`config.mk`:
```
export PLATFORM = sky130hd
export DESIGN_NAME = csr_file
export DESIGN_NICKNAME = d
export VERILOG_FILES = /design/src/rtl/riscv_pkg.sv /design/src/rtl/csr_counter64.sv /design/src/rtl/csr_file.sv
export SDC_FILE = /design/constraint.sdc
export NUM_CORES = 1
export LEC_CHECK = 0
export CORE_ASPECT_RATIO = 0.75
export CORE_MARGIN = 2
export CORE_UTILIZATION = 40
export CTS_CLUSTER_DIAMETER = 150
export DETAILED_ROUTE_END_ITERATION = 8
export PLACE_DENSITY = 0.83
export SYNTH_ARGS = -nofsm -noshare
export SYNTH_HDL_FRONTEND = slang
export SYNTH_SLANG_ARGS = --single-unit
```
`constraint.sdc`:
```
create_clock -name clk_i -period 3.2 [get_ports clk_i]
set_input_delay 0.64 -clock clk_i [delete_from_list [all_inputs] [get_ports clk_i]]
set_output_delay 0.64 -clock clk_i [all_outputs]
set_load 0.02 [all_outputs]
```
`src/rtl/riscv_pkg.sv`:
```
// Shared RISC-V definitions: CSR opcodes, CSR addresses, mstatus layout.
// Used by the machine-mode CSR file and its counter sub-module.
package riscv_pkg;

    typedef enum logic [1:0] {
        CSR_RW = 2'b01,
        CSR_RS = 2'b10,
        CSR_RC = 2'b11
    } csr_op_e;

    typedef enum logic [3:0] {
        EXC_INSTR_MISALIGN = 4'd0,
        EXC_ILLEGAL_INSTR  = 4'd2,
        EXC_BREAKPOINT     = 4'd3,
        EXC_ECALL_M        = 4'd11
    } exc_t;

    localparam logic [11:0] CSR_MSTATUS   = 12'h300;
    localparam logic [11:0] CSR_MISA      = 12'h301;
    localparam logic [11:0] CSR_MTVEC     = 12'h305;
    localparam logic [11:0] CSR_MSCRATCH  = 12'h340;
    localparam logic [11:0] CSR_MEPC      = 12'h341;
    localparam logic [11:0] CSR_MCAUSE    = 12'h342;
    localparam logic [11:0] CSR_MCYCLE    = 12'hB00;
    localparam logic [11:0] CSR_MINSTRET  = 12'hB02;
    localparam logic [11:0] CSR_MCYCLEH   = 12'hB80;
    localparam logic [11:0] CSR_MINSTRETH = 12'hB82;
    localparam logic [11:0] CSR_CYCLE     = 12'hC00;
    localparam logic [11:0] CSR_INSTRET   = 12'hC02;
    localparam logic [11:0] CSR_CYCLEH    = 12'hC80;
    localparam logic [11:0] CSR_INSTRETH  = 12'hC82;
    localparam logic [11:0] CSR_MHARTID   = 12'hF14;

    localparam int MSTATUS_MIE_BIT  = 3;
    localparam int MSTATUS_MPIE_BIT = 7;

    // New CSR value from the old one and the operand
    function automatic logic [31:0] csrApply(
        input csr_op_e     op,
        input logic [31:0] oldVal,
        input logic [31:0] wdata
    );
        logic [31:0] res;
        res = oldVal;
        case (op)
            CSR_RW:  res = wdata;
            CSR_RS:  res = oldVal | wdata;
            CSR_RC:  res = oldVal & ~wdata;
            default: res = oldVal;
        endcase
        return res;
    endfunction

endpackage

```
`src/rtl/csr_counter64.sv`:
```
// 64-bit performance counter with independent 32-bit half writes.
// A half write in a cycle replaces that cycle's increment.
module csr_counter64
    import riscv_pkg::*;
(
    input  logic        clk_i,
    input  logic        rstn_i,
    input  logic        inc_en,
    input  logic        wr_lo,
    input  logic        wr_hi,
    input  logic [31:0] wdata,
    output logic [63:0] count
);

    // Half write wins over increment; wraps silently at 2^64
    always_ff @(posedge clk_i or negedge rstn_i) begin
        if (!rstn_i) begin
            count <= '0;
        end else if (wr_lo) begin
            count[31:0] <= wdata;
        end else if (wr_hi) begin
            count[63:32] <= wdata;
        end else if (inc_en) begin
            count <= count + 64'd1;
        end
    end

endmodule

```
`src/rtl/csr_file.sv`:
```
// Machine-mode CSR file: combinational read, clocked write/trap/mret.
// Define YARC_COUNTERS_EN to build the mcycle/minstret counter flops.
module csr_file
    import riscv_pkg::*;
#(
    parameter logic [31:0] HART_ID     = 32'd0,
    parameter logic [31:0] MISA_VALUE  = 32'h4000_0100,
    parameter logic [31:0] MTVEC_RESET = 32'h0000_0000
) (
    input  logic        clk_i,
    input  logic        rstn_i,
    input  logic        stall_i,
    input  logic        csr_read_i,
    input  logic        csr_write_i,
    input  csr_op_e     csr_op_i,
    input  logic [11:0] csr_addr_i,
    input  logic [31:0] csr_wdata_i,
    output logic [31:0] csr_rdata_o,
    output logic        illegal_o,
    input  logic        retire_i,
    input  logic        trap_i,
    input  logic [31:0] trap_cause_i,
    input  logic [31:0] trap_pc_i,
    input  logic        mret_i,
    output logic [31:0] mtvec_o,
    output logic [31:0] mepc_o,
    output logic        mie_o
);

    logic        mie;
    logic        mpie;
    logic [29:0] mtvecQ;
    logic [31:0] mscratch;
    logic [29:0] mepcQ;
    logic        mcauseIrq;
    logic [4:0]  mcauseCode;
    logic [63:0] mcycle;
    logic [63:0] minstret;

    logic [31:0] rdata;
    logic        known;
    logic        readOnly;
    logic [31:0] writeVal;
    logic        writeEn;
    logic        takeTrap;
    logic        takeMret;
    logic        unusedBits;

    // Address decode and read mux; unknown addresses read 0
    always_comb begin
        rdata    = '0;
        known    = 1'b1;
        readOnly = 1'b0;
        unique case (csr_addr_i)
            CSR_MSTATUS: begin
                rdata[MSTATUS_MIE_BIT]  = mie;
                rdata[MSTATUS_MPIE_BIT] = mpie;
            end
            CSR_MISA: begin
                rdata    = MISA_VALUE;
                readOnly = 1'b1;
            end
            CSR_MTVEC:     rdata = {mtvecQ, 2'b00};
            CSR_MSCRATCH:  rdata = mscratch;
            CSR_MEPC:      rdata = {mepcQ, 2'b00};
            CSR_MCAUSE:    rdata = {mcauseIrq, 26'd0, mcauseCode};
            CSR_MCYCLE:    rdata = mcycle[31:0];
            CSR_MCYCLEH:   rdata = mcycle[63:32];
            CSR_MINSTRET:  rdata = minstret[31:0];
            CSR_MINSTRETH: rdata = minstret[63:32];
            CSR_CYCLE: begin
                rdata    = mcycle[31:0];
                readOnly = 1'b1;
            end
            CSR_CYCLEH: begin
                rdata    = mcycle[63:32];
                readOnly = 1'b1;
            end
            CSR_INSTRET: begin
                rdata    = minstret[31:0];
                readOnly = 1'b1;
            end
            CSR_INSTRETH: begin
                rdata    = minstret[63:32];
                readOnly = 1'b1;
            end
            CSR_MHARTID: begin
                rdata    = HART_ID;
                readOnly = 1'b1;
            end
            default: known = 1'b0;
        endcase
    end

    assign csr_rdata_o = rdata;
    assign illegal_o   = ((csr_read_i | csr_write_i) & ~known)
                       | (csr_write_i & readOnly);

    assign writeVal = csrApply(csr_op_i, rdata, csr_wdata_i);
    assign writeEn  = csr_write_i & ~illegal_o & ~stall_i & ~trap_i;
    assign takeTrap = trap_i & ~stall_i;
    assign takeMret = mret_i & ~stall_i & ~trap_i;

    assign mtvec_o = {mtvecQ, 2'b00};
    assign mepc_o  = {mepcQ, 2'b00};
    assign mie_o   = mie;

    assign unusedBits = ^{trap_pc_i[1:0], trap_cause_i[30:5]};

    // mstatus: trap beats mret beats a software write
    always_ff @(posedge clk_i or negedge rstn_i) begin
        if (!rstn_i) begin
            mie  <= 1'b0;
            mpie <= 1'b0;
        end else if (takeTrap) begin
            mpie <= mie;
            mie  <= 1'b0;
        end else if (takeMret) begin
            mie  <= mpie;
            mpie <= 1'b1;
        end else if (writeEn && csr_addr_i == CSR_MSTATUS) begin
            mie  <= writeVal[MSTATUS_MIE_BIT];
            mpie <= writeVal[MSTATUS_MPIE_BIT];
        end
    end

    // mtvec: word aligned, software write only
    always_ff @(posedge clk_i or negedge rstn_i) begin
        if (!rstn_i) begin
            mtvecQ <= MTVEC_RESET[31:2];
        end else if (writeEn && csr_addr_i == CSR_MTVEC) begin
            mtvecQ <= writeVal[31:2];
        end
    end

    // mscratch: plain 32-bit scratch register
    always_ff @(posedge clk_i or negedge rstn_i) begin
        if (!rstn_i) begin
            mscratch <= '0;
        end else if (writeEn && csr_addr_i == CSR_MSCRATCH) begin
            mscratch <= writeVal;
        end
    end

    // mepc: captures the trapping PC, else software write
    always_ff @(posedge clk_i or negedge rstn_i) begin
        if (!rstn_i) begin
            mepcQ <= '0;
        end else if (takeTrap) begin
            mepcQ <= trap_pc_i[31:2];
        end else if (writeEn && csr_addr_i == CSR_MEPC) begin
            mepcQ <= writeVal[31:2];
        end
    end

    // mcause: keeps interrupt flag and 5-bit code only
    always_ff @(posedge clk_i or negedge rstn_i) begin
        if (!rstn_i) begin
            mcauseIrq  <= 1'b0;
            mcauseCode <= '0;
        end else if (takeTrap) begin
            mcauseIrq  <= trap_cause_i[31];
            mcauseCode <= trap_cause_i[4:0];
        end else if (writeEn && csr_addr_i == CSR_MCAUSE) begin
            mcauseIrq  <= writeVal[31];
            mcauseCode <= writeVal[4:0];
        end
    end

`ifdef YARC_COUNTERS_EN
    logic cycWrLo;
    logic cycWrHi;
    logic insWrLo;
    logic insWrHi;
    logic insInc;

    assign cycWrLo = writeEn & (csr_addr_i == CSR_MCYCLE);
    assign cycWrHi = writeEn & (csr_addr_i == CSR_MCYCLEH);
    assign insWrLo = writeEn & (csr_addr_i == CSR_MINSTRET);
    assign insWrHi = writeEn & (csr_addr_i == CSR_MINSTRETH);
    assign insInc  = retire_i & ~stall_i;

    csr_counter64 uCycle (
        .clk_i  (clk_i),
        .rstn_i (rstn_i),
        .inc_en (1'b1),
        .wr_lo  (cycWrLo),
        .wr_hi  (cycWrHi),
        .wdata  (writeVal),
        .count  (mcycle)
    );

    csr_counter64 uInstret (
        .clk_i  (clk_i),
        .rstn_i (rstn_i),
        .inc_en (insInc),
        .wr_lo  (insWrLo),
        .wr_hi  (insWrHi),
        .wdata  (writeVal),
        .count  (minstret)
    );
`else
    logic unusedRetire;

    assign mcycle       = '0;
    assign minstret     = '0;
    assign unusedRetire = retire_i;
`endif

endmodule
```
* Yosys cells after proc, flatten, opt, wreduce, memory -nomap -nowiden *
Cells that the tools add are included.

operators by class
  equal/unequal tests = 18
  multiplexer cells = 20
  bitwise gates (word level) = 17
  reduce and logical (&&, ||, !) cells = 10

operators by type and width
  kind                                              count
  case mux 24 bit (5 select lines)                  1
  == test 12 bit (second input constant)            9
  case mux 32 bit (3 select lines)                  1
  == test 12 x 10 -> 1 bit (second input constant)  6
  2-to-1 mux 30 bit                                 2
  bitwise AND 32 bit                                1
  inverter 32 bit                                   1
  OR 32 bit                                         1
  case mux 3 bit (4 select lines)                   2
  OR reduction 15 bit                               1
  2-to-1 mux 1 bit                                  10
  2-to-1 mux 5 bit                                  2
  bitwise AND 1 bit                                 8
  OR reduction 6 bit                                1
  logical AND 1 bit                                 5
  case mux 1 bit (5 select lines)                   1
  == test 2 bit (second input constant)             2
  inverter 1 bit                                    4
  case mux 1 bit (4 select lines)                   1
  nonzero test 2 bit                                2
  nonzero test 3 bit                                1
  == test 2 x 1 -> 1 bit (second input constant)    1
  OR 1 bit                                          2

storage, ports and cells
  register bits = 100
  input bits = 118
  output and inout bits = 98
  word-level logic and storage cells = 72

* Logic depth before layout (Yosys ltp) *
  word-level depth = 14
  gate-level depth with buffers = 8
  mapped depth without buffers = 5

* Least setup slack after synthesis *
OpenSTA, ideal clock, no wires.

  path type = input to output
  start point = in csr_addr_i[1]
  end point = out illegal_o
  arrival = 1925 ps
  data required time = 2560 ps
  setup slack = 635 ps
  cell stages on the path = 6
  buffers on the path = 2
  cells stage by stage = buf_2 buf_2 maj3_1 a2bb2oi_1 o41ai_1 a31oi_1

between the ends
  cells in the longest elaborated chain, start to end = 6
  elaborated cells on any way between the ends = 23
  classes of those cells = 15 x eq/ne; 2 x mux; 4 x bitwise; 2 x reduce/logical

RTL lines
  element                                                     RTL line        source
  from (decl)                                                 csr_file.sv:16  input logic [11:0] csr_addr_i,
  == test 12 x 10 -> 1 bit or == test 12 bit (tied branches)  csr_file.sv:54  unique case (csr_addr_i)
  OR reduction 15 bit (no source line)                        -
  2-to-1 mux 1 bit                                            csr_file.sv:54
  inverter 1 bit                                              csr_file.sv:96  assign illegal_o = ((csr_read_i | csr_write_i) & ~known)
  bitwise AND 1 bit                                           csr_file.sv:96
  OR 1 bit (*)                                                csr_file.sv:97  | (csr_write_i & readOnly);
  to (decl)                                                   csr_file.sv:19  output logic illegal_o,

Mark *: on every way between the ends. The rest lies on a longest branch, timed or not.

* Worst setup path after layout *
  start point = in csr_addr_i[5]
  end point = out csr_rdata_o[20]

between the ends
  cells in the longest elaborated chain, start to end = 2
  elaborated cells on any way between the ends = 6
  classes of those cells = 5 x eq/ne; 1 x mux

RTL lines
  element                               RTL line        source
  == test 12 x 10 -> 1 bit              csr_file.sv:54
  case mux 24 bit (5 select lines) (*)  csr_file.sv:54
  to (decl)                             csr_file.sv:18  output logic [31:0] csr_rdata_o,

Marked as above.

==> summary.md <==
| Metric | Value |
|---|---|
| Status | complete, no violations |
| Max FO, Critical Path | 9 |
| Hold Buf Count CTS | 0 |
| CP arrival | 2490 ps |
| GRT Total Usage | 25.3% |
| Ys flop type | dfrtp_1 |
| Gate Count Post-Synth | 661 |
| Die width | 144 microns |
| Post-synthesis async set-or-reset flop share | 100% |
| First-pass DRT Iterations | 5 |
| GPL Wtd Cong | 0.845 |
| Fillcell total | 1284 |
| Multi-input logic area | 3120 sq um |
| Initial antenna violation count | 0 |
| DR vias/cell | 5.48 |
| IO Port Bufs | 182 |
| Final Hold Slack | 295 ps |
| Fin crit share | 97.8% |
| Leakage power figure | 3.61 nW |
| Vias | 5831 |
| First-pass GRT wire length | 30700 microns |
| Final Cell Area | 8570 sq um |
| Slew HR | 53.6% |
| Most common cell after layout, fill and taps aside | clkdlybuf4s50_1 |
| Drt total wl | 19600 microns |
| Clk buf depth | 2 |
| Initial Util | 40.9% |
| Vias in the first global route | 5723 |
| CP peak stage delay | 470 ps |
| Post-Syn Area | 5920 sq um |
| Most frequent cells in the layout | clkdlybuf4s50_1 (145), nand2_1 (105), o21ai_1 (101) |
| Total of max-cap violations | 0 |
| GR Overflow Total | 0 |
| Num CTS Buffers | 9 |
| Sink Count | 100 |
| Wire per inst | 18.4 microns |
| Pwr dens | 382 nW/um^2 |
| Io pins | 216 |
| Mapped Avg Cell Area | 8.95 sq um |
| Unrepaired setup endpoints after global routing | false |
| Worst path required time | 2560 ps |
| Critical Path Source Type | input pin |
| CTS tree | built |
| Pins over their slew limit | 0 |
| Fin crit period | 3130 ps |
| Setup CP Type | in2out |
| Share of layout cells above drive strength 1 | 16.1% |
| Synthesis Warnings | 0 |
| Clock transition at the registers of the reported paths | 70 ps |
| Tightest Pin Transition | 696 ps |
| Flops & latches, synth | 100 |
| Critical path's slowest cell | clkdlybuf4s50_1 |
| FMAX | 320 MHz |
| NumNets Final | 979 |
| Die area | 15800 sq um |
| VDD IR max | 0.000229 V |
| Final setup fails | 0 |
| Yosys cell types | 55 |
| Hold Vio Cnt, Final | 0 |
| Later-pin clock latency in the skew report | 340 ps |
| Util after Layout | 59.3% |
| Number of synthesized flops with an enable pin | 0 |
| H-tree depth | 3 |
| Skew final | 6.63 ps |
| Hpwl dp | 14000 microns |
| Hold WC Path Type | in2async |
| CP Cell Sequence | clkdlybuf4s50_1 -> nor4b_4 -> nand2_2 -> buf_4 -> buf_12 -> nor2_1 -> dlygate4sd2_1 |
| Detail Route Antenna Nets | 0 |
| Sequential area share after synthesis | 42.3% |
| DIE HEIGHT | 109 microns |
| Total Power | 3.27 mW |
| Root Driver | clkbuf_16 |
| Pin count of the biggest net entering global routing | 57 |
| Area after DPL | 8280 sq um |
| # diodes | 0 |
| DRC | 0 |
| Core Box Area | 14500 sq um |
| Iter 0 DRT Violations | 383 |
| Seq. cell area | 2500 sq um |
| Area Overhead vs Synth | 44.8% |
| Site row count | 38 |
| Post-CTS Setup Bufs | 0 |
| Worst setup EP type | output port |
[layer usage]
metal	global-route usage, %	routed length (microns)
met1	33.8	8470
met2	41.2	9040
met3	7.45	1940
met4	5.55	162
met5	0	0
[final cells by class]
class,instances,area share [%]
Clock inverter,5,0.993
Timing Repair Buffer,245,27.3
Sequential cell,100,29.2
Inverter,8,0.350
Clock buffer,10,2.79
Tap cell,200,2.92
Multi-Input combinational cell,497,36.5
[critical path: cells and delay by family]
family	cells	cell delay, ps
buf+inv	4	1160
simple gates	3	680
[final timing paths]
kind | startpoint | end | slack, ps | cells after the start
setup / recovery | csr_addr_i[5] | csr_rdata_o[20] | 70 | 7
hold / removal | rstn_i | mepcQ[25]$_DFFE_PN0P_ | 290 | 1
setup reg to reg | mpie$_DFFE_PN0P_ | mpie$_DFFE_PN0P_ | 1390 | 6
hold reg to reg | mscratch[23]$_DFFE_PN0P_ | mscratch[23]$_DFFE_PN0P_ | 480 | 2
max in group asynchronous | rstn_i | mepcQ[11]$_DFFE_PN0P_ | 2170 | 2
min in group clk_i | mscratch[23]$_DFFE_PN0P_ | mscratch[23]$_DFFE_PN0P_ | 480 | 2
[sequential cells by signal, indices dropped and copies added (netlist names)]
signal / flops
mie_o: 1
mpie: 1
mtvecQ: 30
mcauseIrq: 1
mscratch: 32
mcauseCode: 5
mepcQ: 30
[synthesized netlist by cell type (3+ instances only)]
library cell / number / area share [%]
mux2_2: 26 / 4.9
nor2_1: 17 / 1.1
a31oi_1: 7 / 0.74
nand2_1: 106 / 6.7
o21ai_0: 28 / 2.4
and2_1: 34 / 3.6
a21oi_1: 5 / 0.42
a21o_1: 3 / 0.38
a22o_1: 3 / 0.44
buf_4: 13 / 1.6
o21ai_1: 101 / 8.5
dfrtp_1: 100 / 42
xnor2_1: 32 / 4.7
o221ai_1: 6 / 0.89
a22oi_1: 24 / 3.0
clkbuf_1: 26 / 1.6
inv_1: 8 / 0.51
nor2_2: 11 / 1.2
buf_2: 18 / 1.5
a32oi_1: 23 / 3.4
and3b_1: 8 / 1.2
nor3b_1: 3 / 0.38
nand2b_1: 3 / 0.32
mux2i_1: 3 / 0.51
nand3_1: 13 / 1.1
[kinds of logic after synthesis]
logic type               share of synthesized area [%]
AND/OR/NAND/NOR                                   20.0
other                                           0.0634
AO/OA/AOI/OAI                                     21.8
XOR/XNOR                                          4.74
adder cells (fa/ha/maj)                          0.169
multiplexers                                      5.45
buffers and inverters                             5.50
flip-flops                                        42.3
[power by group]
group	internal [mW]	switching, mW	total, mW
Clock	0.707	0.478	1.18
Combinational	0.359	0.349	0.707
Sequential	1.33	0.0531	1.38
[per-stage QoR]
stage / setup TNS [ps] / setup slack (ps) / std cells
finish: 0 / 71.4 / 1065
floorplan: 0 / 635 / 664
CTS: 0 / 35.8 / 1065
detailed placement: -5150 / -288 / 1050
global route: 0 / 6.33 / 1065
global placement: -4470 / -242 / 1050
[timing repair]
item / CTS / global route
resized for setup: 35 / 14
gates cloned: 0 / 0
pin swaps: 0 / 0
endpoints found under the hold margin: 0 / 0
endpoints found under the setup margin: 33 / 9
No activity file was read; power rests on OpenSTA's default activity.
